File: src/rtl/dma_burst_engine_if.sv
// Bus bundle for the DMA burst engine: CPU register port, read/write
// memory request channels and the external staging FIFO.
interface dma_burst_engine_if #(
    parameter int DATA_WIDTH = 32
);
    // Register read-back and interrupt
    logic                  intr;
    logic [31:0]           src_base;
    logic [31:0]           dest_base;
    logic [31:0]           tail_ptr;
    logic [31:0]           head_ptr;
    logic [31:0]           dma_size;
    logic [31:0]           ctrl_stat;
    // CPU register write port
    logic [31:0]           reg_wr_data;
    logic [5:0]            reg_wr_en;
    // Read channel
    logic [31:0]           rd_req_addr;
    logic [7:0]            rd_req_len;
    logic                  rd_req_valid;
    logic                  rd_req_ready;
    logic [DATA_WIDTH-1:0] rd_rdata;
    logic                  rd_last;
    logic                  rd_valid;
    logic                  rd_ready;
    // Write channel
    logic [31:0]           wr_req_addr;
    logic [7:0]            wr_req_len;
    logic                  wr_req_valid;
    logic                  wr_req_ready;
    logic [DATA_WIDTH-1:0] wr_data;
    logic                  wr_valid;
    logic                  wr_ready;
    logic                  wr_last;
    // External FIFO
    logic                  fifo_rden;
    logic [DATA_WIDTH-1:0] fifo_wdata;
    logic                  fifo_wen;
    logic [DATA_WIDTH-1:0] fifo_rdata;
    logic                  fifo_is_empty;
    logic                  fifo_is_full;

    // Engine side
    modport master (
        output intr, src_base, dest_base, tail_ptr, head_ptr, dma_size, ctrl_stat,
        input  reg_wr_data, reg_wr_en,
        output rd_req_addr, rd_req_len, rd_req_valid, rd_ready,
        input  rd_req_ready, rd_rdata, rd_last, rd_valid,
        output wr_req_addr, wr_req_len, wr_req_valid, wr_data, wr_valid, wr_last,
        input  wr_req_ready, wr_ready,
        output fifo_rden, fifo_wdata, fifo_wen,
        input  fifo_rdata, fifo_is_empty, fifo_is_full
    );

    // CPU / memory / FIFO side
    modport slave (
        input  intr, src_base, dest_base, tail_ptr, head_ptr, dma_size, ctrl_stat,
        output reg_wr_data, reg_wr_en,
        input  rd_req_addr, rd_req_len, rd_req_valid, rd_ready,
        output rd_req_ready, rd_rdata, rd_last, rd_valid,
        input  wr_req_addr, wr_req_len, wr_req_valid, wr_data, wr_valid, wr_last,
        output wr_req_ready, wr_ready,
        input  fifo_rden, fifo_wdata, fifo_wen,
        output fifo_rdata, fifo_is_empty, fifo_is_full
    );
endinterface

File: src/rtl/dma_burst_engine.sv
// DMA burst engine: copies one ring sub-buffer (dma_size bytes at
// tail_ptr) from src_base to dest_base in bursts of up to BURST_WORDS
// words, staging data through an external FIFO, then advances tail_ptr
// and raises the interrupt.
module dma_burst_engine #(
    parameter int DATA_WIDTH  = 32,
    parameter int BURST_WORDS = 8,
    parameter int RING_BYTES  = 4096
) (
    input  logic                   clk,
    input  logic                   rst,
    dma_burst_engine_if.master     bus
);
    localparam int BPW      = DATA_WIDTH / 8;
    localparam int LOG2_BPW = $clog2(BPW);

    typedef enum logic [4:0] {
        S_IDLE   = 5'b00001,
        S_RD_REQ = 5'b00010,
        S_RD     = 5'b00100,
        S_WR_REQ = 5'b01000,
        S_WR     = 5'b10000
    } state_t;

    state_t      r_state;
    logic [31:0] r_offset;
    logic [4:0]  r_beat;
    logic        r_wr_last;

    logic [31:0] r_src_base;
    logic [31:0] r_dest_base;
    logic [31:0] r_tail_ptr;
    logic [31:0] r_head_ptr;
    logic [31:0] r_dma_size;
    logic [3:0]  r_ctrl;
    logic        r_intr;

    logic [31:0] w_size_aligned;
    logic [31:0] w_remaining;
    logic [31:0] w_words;
    logic [4:0]  w_burst_words;
    logic [7:0]  w_burst_len;
    logic [31:0] w_next_offset;
    logic        w_burst_end;
    logic        w_done;
    logic        w_start;
    logic        w_unused;

    // FIFO status is not needed: the FIFO is sized to hold a full burst.
    assign w_unused = &{1'b0, bus.fifo_is_empty, bus.fifo_is_full};

    // Size of the current burst and the offset that follows it.
    // NOTE: every always_comb output gets a default first so no path can infer a latch.
    always_comb begin
        w_size_aligned = r_dma_size & ~32'(BPW - 1);
        w_remaining    = w_size_aligned - r_offset;
        w_words        = w_remaining >> LOG2_BPW;
        w_burst_words  = 5'(BURST_WORDS);
        if (w_words < 32'(BURST_WORDS)) begin
            w_burst_words = w_words[4:0];
        end
        w_burst_len    = {3'b000, w_burst_words} - 8'd1;
        w_next_offset  = r_offset + (32'(w_burst_words) << LOG2_BPW);
    end

    assign w_start     = r_ctrl[0] && (r_head_ptr != r_tail_ptr) && (w_size_aligned >= 32'(BPW));
    assign w_burst_end = (r_state == S_WR) && bus.wr_ready && r_wr_last;
    assign w_done      = w_burst_end && (w_next_offset == w_size_aligned);

    // Transfer sequencer: state, sub-buffer offset, write beat counter and wr_last flag.
    // NOTE: sequential state uses non-blocking assignments so every flop samples pre-edge values.
    always_ff @(posedge clk or posedge rst) begin
        if (rst) begin
            r_state   <= S_IDLE;
            r_offset  <= '0;
            r_beat    <= '0;
            r_wr_last <= 1'b0;
        end else begin
            case (r_state)
                S_IDLE: begin
                    r_offset <= '0;
                    if (w_start) begin
                        r_state <= S_RD_REQ;
                    end
                end
                S_RD_REQ: begin
                    if (bus.rd_req_ready) begin
                        r_state <= S_RD;
                    end
                end
                S_RD: begin
                    // A short read (early rd_last) still ends the burst.
                    if (bus.rd_valid && bus.rd_last) begin
                        r_state <= S_WR_REQ;
                    end
                end
                S_WR_REQ: begin
                    if (bus.wr_req_ready) begin
                        r_state   <= S_WR;
                        r_beat    <= '0;
                        r_wr_last <= (w_burst_len == 8'd0);
                    end
                end
                S_WR: begin
                    if (bus.wr_ready) begin
                        if (r_wr_last) begin
                            r_offset  <= w_next_offset;
                            r_beat    <= '0;
                            r_wr_last <= 1'b0;
                            r_state   <= (w_next_offset == w_size_aligned) ? S_IDLE : S_RD_REQ;
                        end else begin
                            r_beat    <= r_beat + 5'd1;
                            r_wr_last <= ({3'b000, r_beat + 5'd1} == w_burst_len);
                        end
                    end
                end
                default: r_state <= S_IDLE;
            endcase
        end
    end

    // CPU register file; completion updates are placed last so they win a same-cycle CPU write.
    always_ff @(posedge clk or posedge rst) begin
        if (rst) begin
            r_src_base  <= '0;
            r_dest_base <= '0;
            r_tail_ptr  <= '0;
            r_head_ptr  <= '0;
            r_dma_size  <= '0;
            r_ctrl      <= '0;
            r_intr      <= 1'b0;
        end else begin
            // Address/size registers are frozen while a transfer is in flight.
            if (r_state == S_IDLE) begin
                if (bus.reg_wr_en[0]) r_src_base  <= bus.reg_wr_data;
                if (bus.reg_wr_en[1]) r_dest_base <= bus.reg_wr_data;
                if (bus.reg_wr_en[2]) r_tail_ptr  <= bus.reg_wr_data;
                if (bus.reg_wr_en[3]) r_head_ptr  <= bus.reg_wr_data;
                if (bus.reg_wr_en[4]) r_dma_size  <= bus.reg_wr_data;
            end
            // Control bits are writable any time; bit 31 is write-1-to-clear.
            if (bus.reg_wr_en[5]) begin
                r_ctrl <= bus.reg_wr_data[3:0];
                if (bus.reg_wr_data[31]) begin
                    r_intr <= 1'b0;
                end
            end
            if (w_done) begin
                r_tail_ptr <= (r_tail_ptr + w_size_aligned) & 32'(RING_BYTES - 1);
                r_intr     <= 1'b1;
            end
        end
    end

    // Handshake valids decode straight from the one-hot state flops.
    assign bus.rd_req_valid = (r_state == S_RD_REQ);
    assign bus.rd_ready     = (r_state == S_RD);
    assign bus.wr_req_valid = (r_state == S_WR_REQ);
    assign bus.wr_valid     = (r_state == S_WR);
    assign bus.wr_last      = r_wr_last;

    assign bus.rd_req_addr  = r_src_base + r_tail_ptr + r_offset;
    assign bus.wr_req_addr  = r_dest_base + r_tail_ptr + r_offset;
    assign bus.rd_req_len   = w_burst_len;
    assign bus.wr_req_len   = w_burst_len;

    // Read data streams straight into the FIFO; the FIFO output feeds the write channel.
    assign bus.fifo_wen     = (r_state == S_RD) && bus.rd_valid;
    assign bus.fifo_wdata   = bus.rd_rdata;
    // Prefetch the first word on request acceptance, then one word per accepted non-last beat.
    assign bus.fifo_rden    = ((r_state == S_WR_REQ) && bus.wr_req_ready) ||
                              ((r_state == S_WR) && bus.wr_ready && !r_wr_last);
    assign bus.wr_data      = bus.fifo_rdata;

    assign bus.intr         = r_intr;
    assign bus.src_base     = r_src_base;
    assign bus.dest_base    = r_dest_base;
    assign bus.tail_ptr     = r_tail_ptr;
    assign bus.head_ptr     = r_head_ptr;
    assign bus.dma_size     = r_dma_size;
    assign bus.ctrl_stat    = {r_intr, r_state, 22'd0, r_ctrl};
endmodule

File: src/flat_wrapper.sv
// flat-port wrapper written by rule: the top's interface ports become plain ports
module dma_burst_engine_flat 
#(
    parameter int DATA_WIDTH  = 32,
    parameter int BURST_WORDS = 8,
    parameter int RING_BYTES  = 4096
)
  (clk, rst, bus_intr, bus_src_base, bus_dest_base, bus_tail_ptr, bus_head_ptr, bus_dma_size, bus_ctrl_stat, bus_reg_wr_data, bus_reg_wr_en, bus_rd_req_addr, bus_rd_req_len, bus_rd_req_valid, bus_rd_ready, bus_rd_req_ready, bus_rd_rdata, bus_rd_last, bus_rd_valid, bus_wr_req_addr, bus_wr_req_len, bus_wr_req_valid, bus_wr_data, bus_wr_valid, bus_wr_last, bus_wr_req_ready, bus_wr_ready, bus_fifo_rden, bus_fifo_wdata, bus_fifo_wen, bus_fifo_rdata, bus_fifo_is_empty, bus_fifo_is_full);
  dma_burst_engine_if #(.DATA_WIDTH(DATA_WIDTH)) bus_i ();
  input  logic clk;
  input  logic rst;
  output wire logic [$bits(bus_i.intr)-1:0] bus_intr;
  output wire logic [$bits(bus_i.src_base)-1:0] bus_src_base;
  output wire logic [$bits(bus_i.dest_base)-1:0] bus_dest_base;
  output wire logic [$bits(bus_i.tail_ptr)-1:0] bus_tail_ptr;
  output wire logic [$bits(bus_i.head_ptr)-1:0] bus_head_ptr;
  output wire logic [$bits(bus_i.dma_size)-1:0] bus_dma_size;
  output wire logic [$bits(bus_i.ctrl_stat)-1:0] bus_ctrl_stat;
  input wire logic [$bits(bus_i.reg_wr_data)-1:0] bus_reg_wr_data;
  input wire logic [$bits(bus_i.reg_wr_en)-1:0] bus_reg_wr_en;
  output wire logic [$bits(bus_i.rd_req_addr)-1:0] bus_rd_req_addr;
  output wire logic [$bits(bus_i.rd_req_len)-1:0] bus_rd_req_len;
  output wire logic [$bits(bus_i.rd_req_valid)-1:0] bus_rd_req_valid;
  output wire logic [$bits(bus_i.rd_ready)-1:0] bus_rd_ready;
  input wire logic [$bits(bus_i.rd_req_ready)-1:0] bus_rd_req_ready;
  input wire logic [$bits(bus_i.rd_rdata)-1:0] bus_rd_rdata;
  input wire logic [$bits(bus_i.rd_last)-1:0] bus_rd_last;
  input wire logic [$bits(bus_i.rd_valid)-1:0] bus_rd_valid;
  output wire logic [$bits(bus_i.wr_req_addr)-1:0] bus_wr_req_addr;
  output wire logic [$bits(bus_i.wr_req_len)-1:0] bus_wr_req_len;
  output wire logic [$bits(bus_i.wr_req_valid)-1:0] bus_wr_req_valid;
  output wire logic [$bits(bus_i.wr_data)-1:0] bus_wr_data;
  output wire logic [$bits(bus_i.wr_valid)-1:0] bus_wr_valid;
  output wire logic [$bits(bus_i.wr_last)-1:0] bus_wr_last;
  input wire logic [$bits(bus_i.wr_req_ready)-1:0] bus_wr_req_ready;
  input wire logic [$bits(bus_i.wr_ready)-1:0] bus_wr_ready;
  output wire logic [$bits(bus_i.fifo_rden)-1:0] bus_fifo_rden;
  output wire logic [$bits(bus_i.fifo_wdata)-1:0] bus_fifo_wdata;
  output wire logic [$bits(bus_i.fifo_wen)-1:0] bus_fifo_wen;
  input wire logic [$bits(bus_i.fifo_rdata)-1:0] bus_fifo_rdata;
  input wire logic [$bits(bus_i.fifo_is_empty)-1:0] bus_fifo_is_empty;
  input wire logic [$bits(bus_i.fifo_is_full)-1:0] bus_fifo_is_full;
  assign bus_intr = bus_i.intr;
  assign bus_src_base = bus_i.src_base;
  assign bus_dest_base = bus_i.dest_base;
  assign bus_tail_ptr = bus_i.tail_ptr;
  assign bus_head_ptr = bus_i.head_ptr;
  assign bus_dma_size = bus_i.dma_size;
  assign bus_ctrl_stat = bus_i.ctrl_stat;
  assign bus_i.reg_wr_data = bus_reg_wr_data;
  assign bus_i.reg_wr_en = bus_reg_wr_en;
  assign bus_rd_req_addr = bus_i.rd_req_addr;
  assign bus_rd_req_len = bus_i.rd_req_len;
  assign bus_rd_req_valid = bus_i.rd_req_valid;
  assign bus_rd_ready = bus_i.rd_ready;
  assign bus_i.rd_req_ready = bus_rd_req_ready;
  assign bus_i.rd_rdata = bus_rd_rdata;
  assign bus_i.rd_last = bus_rd_last;
  assign bus_i.rd_valid = bus_rd_valid;
  assign bus_wr_req_addr = bus_i.wr_req_addr;
  assign bus_wr_req_len = bus_i.wr_req_len;
  assign bus_wr_req_valid = bus_i.wr_req_valid;
  assign bus_wr_data = bus_i.wr_data;
  assign bus_wr_valid = bus_i.wr_valid;
  assign bus_wr_last = bus_i.wr_last;
  assign bus_i.wr_req_ready = bus_wr_req_ready;
  assign bus_i.wr_ready = bus_wr_ready;
  assign bus_fifo_rden = bus_i.fifo_rden;
  assign bus_fifo_wdata = bus_i.fifo_wdata;
  assign bus_fifo_wen = bus_i.fifo_wen;
  assign bus_i.fifo_rdata = bus_fifo_rdata;
  assign bus_i.fifo_is_empty = bus_fifo_is_empty;
  assign bus_i.fifo_is_full = bus_fifo_is_full;
  dma_burst_engine #(.DATA_WIDTH(DATA_WIDTH), .BURST_WORDS(BURST_WORDS), .RING_BYTES(RING_BYTES)) u_core (.clk(clk), .rst(rst), .bus(bus_i));
endmodule
File: config.mk
export PLATFORM = sky130hd
export DESIGN_NAME = dma_burst_engine_flat
export DESIGN_NICKNAME = d
export VERILOG_FILES = /design/src/rtl/dma_burst_engine_if.sv /design/src/rtl/dma_burst_engine.sv /design/src/flat_wrapper.sv
export SDC_FILE = /design/constraint.sdc
export NUM_CORES = 1
export LEC_CHECK = 0
export BUFFER_PORTS_ARGS = -buffer_cell sky130_fd_sc_hd__buf_4
export CORE_MARGIN = 5
export CORE_UTILIZATION = 59
export DETAILED_ROUTE_END_ITERATION = 10
export GPL_TIMING_DRIVEN = 0
export PLACE_DENSITY_LB_ADDON = 0.25
export SYNTH_ARGS = -nofsm -noshare
export SYNTH_HDL_FRONTEND = slang
export SYNTH_SLANG_ARGS = --single-unit
export TNS_END_PERCENT = 30
File: constraint.sdc
create_clock -name clk -period 11 [get_ports clk]
set_input_delay 0 -clock clk [delete_from_list [all_inputs] [get_ports clk]]
set_output_delay 0 -clock clk [all_outputs]
set_load 0.005 [all_outputs]
==> impl_metrics.yaml, run 1 <==
yosys:
  synth_edf_count: 0
  synth_seq_cells: 206
  syn_area_um2: 17040
  synth_top_area_cell: "dfrtp_1"
  ys.flop_type: "dfrtp_1"
  yosysSeqAreaShare_pct: 30.26
  synth.most_common_cell: "dfrtp_1"
  synth_common_cells: "205 x dfrtp_1, 177 x nand2_1, 134 x mux2_2, 121 x xnor2_1, 111 x o21ai_0"
  yosysWarnings: 0
  avgSynthCellArea_um2: 9.423
  synthTopCellsByArea: "dfrtp_1 30%, mux2_2 8.9%, ha_1 8.1%"
  synthArstFlopShare_pct: 100.0
  synth.top_cell.area_share_pct: 30.11
  synth.distinct_cells: 86
  synth_cells: 1808
critical_path:
  timing.rr.end: "u_core.bus.tail_ptr[27]"
  slowest_delay_ns: 1.07
  r2r_setup_slack_ns: 1.06
  crit_type: "flip-flop to flip-flop"
  worstRegToRegCells: 29
  critPathMaxFanout: 10
  cp.required_ns: 11.39
  worstPathArrival_ns: 10.33
  r2r_start: "u_core.r_offset[12]"
  cpMaxStageDelayCell: "a2111oi_0"
  cp-start-kind: "flip-flop"
  end_kind: "flip-flop"
  path_common_cell: "inv_1"
cts:
  clkLatencyLatePin_ns: 0.53
  clk_path_buf_depth: 3
  cts_sinks: 206
  cts_made_buffers: 23
  cts_root_buffer: "clkbuf_16"
  cts_resized: 0
  tritoncts: "yes"
  htreeDepth: 1
  path_clk_slew_ns: 0.06
outcome:
  outcome: "complete, no violations"
worst_hold_path:
  min_path_cells: 3
  whs_endpoint: "u_core.bus.head_ptr[31]"
  min_path_type: "primary input to flip-flop"
  hold_start: "bus_reg_wr_en[3]"
die:
  num_rows: 62
  pin_count: 455
  die-area_um2: 32380
  core_area_um2: 28630
  fp.dieH_um: 179.9
  floorplan.initialDensity_pct: 59.52
  die_x_um: 179.9
route:
  drtIter0Drc: 1511
  avgViaCountPerCell: 6.040
  drt_pass1_iterations: 5
  drt_wl_total_um: 58640
  drtAntennaViolNets: 0
  drt-wirelength-per-cell_um: 21.99
  vias: 16110
  drc: 0
global_route:
  grt_usage_pct: 34.62
  grt_max_degree: 136
  grt_first_pass_wirelength_um: 90400
  antenna_found_initial: 2
  first_global_vias: 16000
  grt_overflow: 0
power:
  powerDensity_nw_per_um2: 356.5
  ir_worst_vdd_uv: 355.4
  power.static_leakage_nw: 10.10
layout:
  multi_input_area_um2: 10720
  seq_area_um2: 5156
  drive_gt1_share_pct: 29.08
  syn2layout_area_growth_pct: 26.41
  fin_nets: 2546
  fin_cells: 2667
  nFillCells: 2084
sta:
  period_needed_ns: 9.939
  tightest_slew_ns: 1.130
  fin_skew_ns: 0.02789
  slew_viol_final: 0
  setup_violations: 0
  rsz0062_at_grt: "false"
  finalCritPeriodShare_pct: 90.35
  setup_tns_ns: 0
  slew_headroom_pct: 22.72
  hold_viol_final: 0
  fmax_mhz: 100.6
place:
  hpwl_um: 46250
  place.port_buffers: 366
  dpl.cell_count: 2581
  gp_congestion: 0.9948
job:
  drv_cap: 0
[critical path: cells and delay by family, from the launching register on]
| family | cells | cell delay [ns] |
|---|---|---|
| and+or+nand+nor | 10 | 3.69 |
| AOI/OAI and AO/OA | 8 | 2.86 |
| buffers and inverters | 7 | 1.41 |
| adders and majority gates | 3 | 0.97 |
| DFF | 1 | 0.45 |
| muxes | 1 | 0.41 |
[where the power goes]
| part | internal (mW) | switching, mW | total [mW] |
|---|---|---|---|
| Sequential | 1.07 | 0.554 | 1.63 |
| Combinational | 2.68 | 2.61 | 5.29 |
| Clock | 0.440 | 0.324 | 0.765 |
[state kept, by name (all words and copies together), names as in the netlist]
| register | cells |
|---|---|
| u_core.bus.tail_ptr | 32 |
| u_core.bus.head_ptr | 32 |
| u_core.r_beat | 5 |
| u_core.bus.dma_size | 32 |
| u_core.r_state | 5 |
| u_core.bus.src_base | 32 |
| u_core.bus.dest_base | 32 |
| u_core.r_offset | 30 |
| u_core.bus.intr | 1 |
| u_core.r_ctrl | 4 |
| u_core.bus.wr_last | 1 |
[logic make-up (layout without fill, tap and decap cells)]
| group | after synthesis | in the layout | share of synthesized area [%] |
|---|---|---|---|
| xor gates and xnor gates | 153 | 153 | 7.865 |
| AOI/OAI and AO/OA | 376 | 376 | 14.09 |
| DFF | 206 | 206 | 30.26 |
| muxes | 144 | 144 | 9.444 |
| other | 1 | 26 | 0.02201 |
| and+or+nand+nor | 525 | 525 | 15.57 |
| buffers and inverters | 230 | 680 | 7.329 |
| adders and majority gates | 173 | 173 | 15.42 |
[timing repair]
item                                   CTS  global route
hold buffers                            41             0
endpoints found under the hold margin  246             0
setup buffers                            0             0
[cells in the final DEF, fill, tap and decap left out, types with 14 or more instances in the layout]
cell type | Yosys | layout
fa_1 | 62 | 62
nand3_1 | 49 | 49
nor2_1 | 94 | 94
o21ai_0 | 111 | 111
nand2_1 | 177 | 177
dlygate4sd3_1 | 0 | 41
and3_1 | 21 | 21
nor3_1 | 26 | 26
clkbuf_16 | 0 | 23
nand2b_1 | 14 | 14
nand4_1 | 26 | 26
or3_1 | 16 | 16
dfrtp_1 | 205 | 205
ha_1 | 110 | 110
nor2b_1 | 14 | 14
a21o_1 | 35 | 35
clkbuf_1 | 25 | 32
conb_1 | 1 | 23
a21oi_1 | 92 | 92
buf_4 | 97 | 463
a211oi_1 | 21 | 21
mux2_2 | 134 | 134
xnor2_1 | 121 | 121
xor2_1 | 32 | 32
buf_1 | 15 | 15
nor4_1 | 21 | 21
inv_1 | 86 | 85
a31oi_1 | 14 | 14
[metrics by stage]
stage | util (%) | hold slack, ns | power [mW] | cell area [um2] | worst slack (ns)
after detailed placement | 71.21 | 0.08982 | 6.806 | 20380 | 1.381
after floorplan | - | 0.08082 | 4.547 | 17120 | 3.787
after CTS | 75.21 | 0.03327 | 7.624 | 21530 | 1.368
after global routing | 75.22 | 0.05218 | 8.241 | 21530 | 0.7154
after global placement | 71.09 | 0.1670 | 6.660 | 20350 | 1.480
final | 75.24 | 0.05311 | 7.678 | 21540 | 1.061
[per-layer routing]
| metal | vias to the layer above | global-route usage (%) | share of wire (%) |
|---|---|---|---|
| li1 | 7227 | - | - |
| met1 | 7785 | 43.21 | 38 |
| met2 | 908 | 58.82 | 48 |
| met3 | 186 | 7.417 | 9.1 |
| met4 | 2 | 13.93 | 5.0 |
| met5 | - | 0 | 0.022 |
[worst max path at each step]
stage | start | end | slack, ns | depth (start not counted)
after floorplan | u_core.r_offset[12] | u_core.bus.tail_ptr[11] | 3.79 | 30
after global placement | u_core.r_offset[12] | u_core.bus.tail_ptr[23] | 1.48 | 29
after detailed placement | u_core.r_offset[12] | u_core.bus.tail_ptr[27] | 1.38 | 29
after CTS | u_core.r_offset[12] | u_core.bus.tail_ptr[27] | 1.37 | 29
after global routing | u_core.r_offset[12] | u_core.bus.tail_ptr[27] | 0.72 | 29
final | u_core.r_offset[12] | u_core.bus.tail_ptr[27] | 1.06 | 29
[final cells by class]
cell class	count	share of cell area [%]
Multi-Input combinational cell	1394	49.75
Sequential cell	206	23.94
Timing Repair Buffer	408	14.79
Buffer	144	4.299
Clock buffer	34	3.050
Tap cell	384	2.231
Inverter	86	1.534
Clock inverter	8	0.3660
Antenna cell	3	0.03486
(Power assumes the default switching activity.)
==> run 2: changes to the inputs <==
--- a/config.mk
+++ b/config.mk
@@ -6,8 +6,10 @@
 export NUM_CORES = 1
 export LEC_CHECK = 0
 export BUFFER_PORTS_ARGS = -buffer_cell sky130_fd_sc_hd__buf_4
+export CELL_PAD_IN_SITES_DETAIL_PLACEMENT = 0
+export CELL_PAD_IN_SITES_GLOBAL_PLACEMENT = 1
 export CORE_MARGIN = 5
-export CORE_UTILIZATION = 59
+export CORE_UTILIZATION = 44
 export DETAILED_ROUTE_END_ITERATION = 10
 export GPL_TIMING_DRIVEN = 0
 export PLACE_DENSITY_LB_ADDON = 0.25
==> impl_metrics.yaml, run 2 (synthesized netlist as in run 1, its figures left out) <==
sta:
  fmax_mhz: 101.3
  finalCritPeriodShare_pct: 89.79
  rsz0062_at_grt: "false"
  setup_slack_ns: 1.124
  slew_headroom_pct: 9.046
  setup_tns_ns: 0
  tightest_slew_ns: 1.330
  hold_viol_final: 0
  fin_skew_ns: 0.01589
  slew_viol_final: 0
  setup_violations: 0
  period_needed_ns: 9.876
die:
  floorplan.initialDensity_pct: 44.29
  fp.dieH_um: 206.8
  core_area_um2: 38470
  num_rows: 72
  pin_count: 455
  die_x_um: 206.8
  die-area_um2: 42760
global_route:
  grt_overflow: 0
  grt_util_met2_pct: 44.48
  grt_first_pass_wirelength_um: 87660
  first_global_vias: 15070
  grtUsageMet1_pct: 34.36
  grt_usage_pct: 26.36
  antenna_found_initial: 4
  top_usage_layer: "met2"
  grt_max_degree: 121
  grt_use_met3_pct: 5.546
layout:
  multi_input_area_um2: 10720
  seq_area_um2: 5156
  layout_common_cells: "463 x buf_4, 205 x dfrtp_1, 177 x nand2_1, 134 x mux2_2, 121 x xnor2_1"
  drive_gt1_share_pct: 29.24
  post-route-util_pct: 56.68
  syn2layout_area_growth_pct: 27.97
  nFillCells: 3451
  final_common_cell: "buf_4"
  fin_nets: 2545
power:
  ir_worst_vdd_uv: 238.8
  swShare_pct: 44.67
  p_sw_mw: 3.455
  seqPwrFrac_pct: 21.1
  p_clk_share_pct: 11.2
  combPwrFrac_pct: 67.7
  internal_power_mw: 4.279
  power.static_leakage_nw: 10.14
  powerDensity_nw_per_um2: 354.7
critical_path:
  slowest_delay_ns: 1.22
  critPathMaxFanout: 10
  cpMaxStageDelayCell: "a2111oi_0"
  worstPathArrival_ns: 10.26
  cp-start-kind: "flip-flop"
  end_kind: "flip-flop"
  worstRegToRegCells: 30
  crit_type: "flip-flop to flip-flop"
  cp.required_ns: 11.39
  path_common_cell: "inv_1"
outcome:
  outcome: "complete, no violations"
route:
  drtIter0Drc: 1127
  drt_pass1_iterations: 5
  vias: 15450
  avgViaCountPerCell: 5.518
  drc: 0
  drt_wl_total_um: 58970
  drtAntennaViolNets: 0
  drt-wirelength-per-cell_um: 21.06
worst_hold_path:
  min_path_cells: 3
  min_path_type: "primary input to flip-flop"
place:
  post-place-ws_ns: 1.297
  hpwl_um: 47960
  place.port_buffers: 366
  gp_congestion: 0.9280
cts:
  clk_path_buf_depth: 3
  cts_made_buffers: 23
  cts_root_buffer: "clkbuf_16"
  tritoncts: "yes"
  clkLatencyLatePin_ns: 0.51
  cts_resized: 0
  htreeDepth: 1
  path_clk_slew_ns: 0.07
  cts_sinks: 206
job:
  drv_cap: 0
-- run 2: cell type report --
class,instances,area share (%)
multi-input cells,1394,49.15
flip-flops and latches,206,23.65
repair buffers,407,14.56
plain buffers,144,4.247
well taps,518,2.973
clock buffers,28,2.818
inverters,86,1.515
clock inverters,13,1.044
diodes,4,0.04591
-- run 2: routing by layer --
metal | wire length [um] | vias to the layer above | share of wire, %
li1 | - | 7245 | -
met1 | 24200 | 7495 | 41
met2 | 27880 | 615 | 47
met3 | 4969 | 95 | 8.4
met4 | 1916 | 0 | 3.2
met5 | 0 | - | 0
-- run 2: path summary, 6_finish.rpt --
kind / from / to / slack [ns]
worst max register to register: u_core.r_offset[12] / u_core.bus.tail_ptr[11] / 1.12
worst min register to register: u_core.r_beat[1] / u_core.r_beat[1] / 0.51
min in group asynchronous: rst / u_core.bus.src_base[2] / 0.21
worst max-delay path: u_core.r_offset[12] / u_core.bus.tail_ptr[11] / 1.12
worst min-delay path: bus_reg_wr_en[1] / u_core.bus.dest_base[27] / 0.04
max in group asynchronous: rst / u_core.bus.dma_size[28] / 9.82
-- run 2: critical path, delay by kind of cell, from the launching register on --
family	cells	cell delay [ns]
simple gates	11	3.66
buf+inv	7	1.22
fa+ha+maj	3	0.96
mux	1	0.39
compound gates	8	3.01
flops	1	0.47
-- run 2: stage by stage --
stage / instances / instance area [um2] / hold WS [ns] / total power, mW
after detailed placement: 2715 / 20550 / 0.1668 / 6.825
after global routing: 2800 / 21800 / 0.05013 / 8.356
final: 2800 / 21800 / 0.04057 / 7.735
after CTS: 2796 / 21790 / 0.01985 / 7.750
after floorplan: 1830 / 17120 / 0.08082 / 4.547
after global placement: 2714 / 20520 / 0.1671 / 6.734
-- run 2: what timing repair did --
item | CTS | global route
buffers inserted | 0 | 0
hold buffers | 40 | 0
endpoints found under the hold margin | 293 | 0
-- run 2: power groups by stage --
stage / Combinational, mW / Sequential (mW) / Clock (mW)
2_1_floorplan: 3.08 / 1.47 / 0
3_3_place_gp: 5.10 / 1.64 / 0
3_5_place_dp: 5.18 / 1.65 / 0
4_1_cts: 5.24 / 1.64 / 0.878
5_1_grt: 5.77 / 1.68 / 0.910
6_report: 5.24 / 1.63 / 0.866
==> run 3: changes to the inputs <==
--- a/config.mk
+++ b/config.mk
@@ -5,11 +5,12 @@
 export SDC_FILE = /design/constraint.sdc
 export NUM_CORES = 1
 export LEC_CHECK = 0
+export ABC_AREA = 1
 export BUFFER_PORTS_ARGS = -buffer_cell sky130_fd_sc_hd__buf_4
 export CELL_PAD_IN_SITES_DETAIL_PLACEMENT = 0
 export CELL_PAD_IN_SITES_GLOBAL_PLACEMENT = 1
 export CORE_MARGIN = 5
-export CORE_UTILIZATION = 44
+export CORE_UTILIZATION = 42
 export DETAILED_ROUTE_END_ITERATION = 10
 export GPL_TIMING_DRIVEN = 0
 export PLACE_DENSITY_LB_ADDON = 0.25
==> impl_metrics.yaml, run 3 <==
outcome:
  outcome: "complete, no violations"
sta:
  setup_violations: 0
  fin_skew_ns: 0.02225
  setup_tns_ns: 0
  slew_viol_final: 0
  finalCritPeriodShare_pct: 61.98
  tightest_slew_ns: 1.162
  setup_slack_ns: 4.182
  hold_viol_final: 0
  fmax_mhz: 146.7
  slew_headroom_pct: 21.83
  rsz0062_at_grt: "false"
  period_needed_ns: 6.818
route:
  drt-wirelength-per-cell_um: 20.24
  drtAntennaViolNets: 0
  drtIter0Drc: 1296
  drt_pass1_iterations: 7
  vias: 18240
  drt_wl_total_um: 70100
  drc: 0
  avgViaCountPerCell: 5.267
yosys:
  ys.flop_type: "dfrtp_1"
  synthArstFlopShare_pct: 100.0
  synth.top_cell.area_share_pct: 28.90
  synth_cells: 2454
  yosysWarnings: 0
  yosysSeqAreaShare_pct: 29.05
  synth.most_common_cell: "nand2_1"
  synth_edf_count: 0
  syn_area_um2: 17750
  synthTopCellsByArea: "dfrtp_1 29%, nand2_1 15%, ha_1 7.8%"
  synth_seq_cells: 206
  avgSynthCellArea_um2: 7.234
  synth_common_cells: "689 x nand2_1, 317 x inv_1, 205 x dfrtp_1, 193 x o21ai_0, 170 x nand3_1"
  synth_top_area_cell: "dfrtp_1"
  synth.distinct_cells: 52
critical_path:
  slowest_delay_ns: 0.64
  end_kind: "flip-flop"
  path_common_cell: "nand3_1"
  cpMaxStageDelayCell: "dfrtp_1"
  cp.required_ns: 11.37
  crit_type: "flip-flop to flip-flop"
  worstPathArrival_ns: 7.19
  cp-start-kind: "flip-flop"
  critPathMaxFanout: 10
  r2r_setup_slack_ns: 4.18
global_route:
  first_global_vias: 17990
  grt_overflow: 0
  grt_max_degree: 130
  antenna_found_initial: 1
  grt_first_pass_wirelength_um: 104900
  grt_usage_pct: 28.82
die:
  num_rows: 75
  core_area_um2: 41850
  fp.dieH_um: 215.6
  die_x_um: 215.6
  die-area_um2: 46480
  pin_count: 455
  floorplan.initialDensity_pct: 42.42
power:
  internal_power_mw: 3.737
  combPwrFrac_pct: 67.6
  seqPwrFrac_pct: 21.6
  ir_worst_vdd_uv: 241.4
  power.static_leakage_nw: 12.08
  p_clk_share_pct: 10.8
  swShare_pct: 49.73
  powerDensity_nw_per_um2: 330.8
  p_sw_mw: 3.697
layout:
  syn2layout_area_growth_pct: 26.58
  final_common_cell: "nand2_1"
  fin_nets: 3190
  layout_common_cells: "689 x nand2_1, 464 x buf_4, 316 x inv_1, 205 x dfrtp_1, 193 x o21ai_0"
  drive_gt1_share_pct: 18.79
  post-route-util_pct: 53.69
cts:
  cts_made_buffers: 22
  htreeDepth: 1
  path_clk_slew_ns: 0.07
  cts_root_buffer: "clkbuf_16"
  clkLatencyLatePin_ns: 0.53
  cts_sinks: 206
  postCtsSetupRepairBufs: 0
  tritoncts: "yes"
  clk_path_buf_depth: 3
place:
  gp_congestion: 0.9661
  post-place-ws_ns: 4.246
  hpwl_um: 58540
  place.port_buffers: 366
job:
  drv_cap: 0
worst_hold_path:
  min_path_type: "primary input to flip-flop"
-- run 3: cells by family (layout without fill, tap and decap cells) --
group | count (synthesis) | count (layout) | share of synthesized area, %
fa+ha+maj | 172 | 172 | 14.74
buf+inv | 469 | 915 | 12.08
simple gates | 1141 | 1141 | 27.59
compound gates | 350 | 350 | 10.61
other cells | 1 | 25 | 0.02112
flops | 206 | 206 | 29.05
xor+xnor | 115 | 115 | 5.906
-- run 3: stage by stage --
step	cell area, um2	power, mW	hold slack, ns	instances
final	22470	7.434	0.02437	3463
after global routing	22470	8.092	0.07113	3461
after CTS	22470	7.455	0.02657	3461
after detailed placement	21310	6.597	0.1252	3383
after global placement	21260	6.544	0.1673	3381
after floorplan	17830	4.323	0.07071	2476
-- run 3: final timing paths --
kind	from	end	cells past startpoint
worst max-delay path	u_core.r_offset[7]	u_core.bus.tail_ptr[28]	32
worst min-delay path	bus_rd_valid	u_core.r_state[0]	4
worst max register to register	u_core.r_offset[7]	u_core.bus.tail_ptr[28]	32
worst min register to register	u_core.r_ctrl[3]	u_core.r_ctrl[3]	2
max in group asynchronous	rst	u_core.r_offset[28]	4
min in group asynchronous	rst	u_core.bus.src_base[1]	3
-- run 3: area by class of cell --
class	instances	area, um2
multi-input cells	1801	10540
plain buffers	138	902.1
clock inverters	9	117.6
inverters	331	1250
repair buffers	407	3173
flip-flops and latches	206	5156
fillers	4091	19380
well taps	539	674.4
clock buffers	30	651.9
diodes	2	5.005
-- run 3: worst max-delay path, delay by kind of cell (launching register included) --
family	cells	cell delay, ns
buf+inv	4	0.70
flops	1	0.64
compound gates	1	0.11
simple gates	24	4.16
fa+ha+maj	3	1.02
-- run 3: metal layers --
metal / track usage, % / wire, um / vias up
li1: - / - / 8758
met1: 36.97 / 28730 / 8793
met2: 49.85 / 34510 / 586
met3: 4.751 / 4473 / 101
met4: 9.196 / 2375 / 2
met5: 0 / 19 / -
-- run 3: power by group through the flow --
stage               sequential, mW  combinational (mW)  clock, mW
finish                        1.60                5.03      0.804
global route                  1.65                5.60      0.837
CTS                           1.60                5.05      0.810
detailed placement            1.60                5.00          0
global placement              1.60                4.94          0
floorplan                     1.42                2.90          0
-- run 3: repair_timing --
| item | CTS | global route |
|---|---|---|
| hold endpoints to repair | 245 | 0 |
| gates resized for setup | 0 | 0 |
| endpoints found under the setup margin | 0 | 0 |
| hold buffers | 39 | 0 |
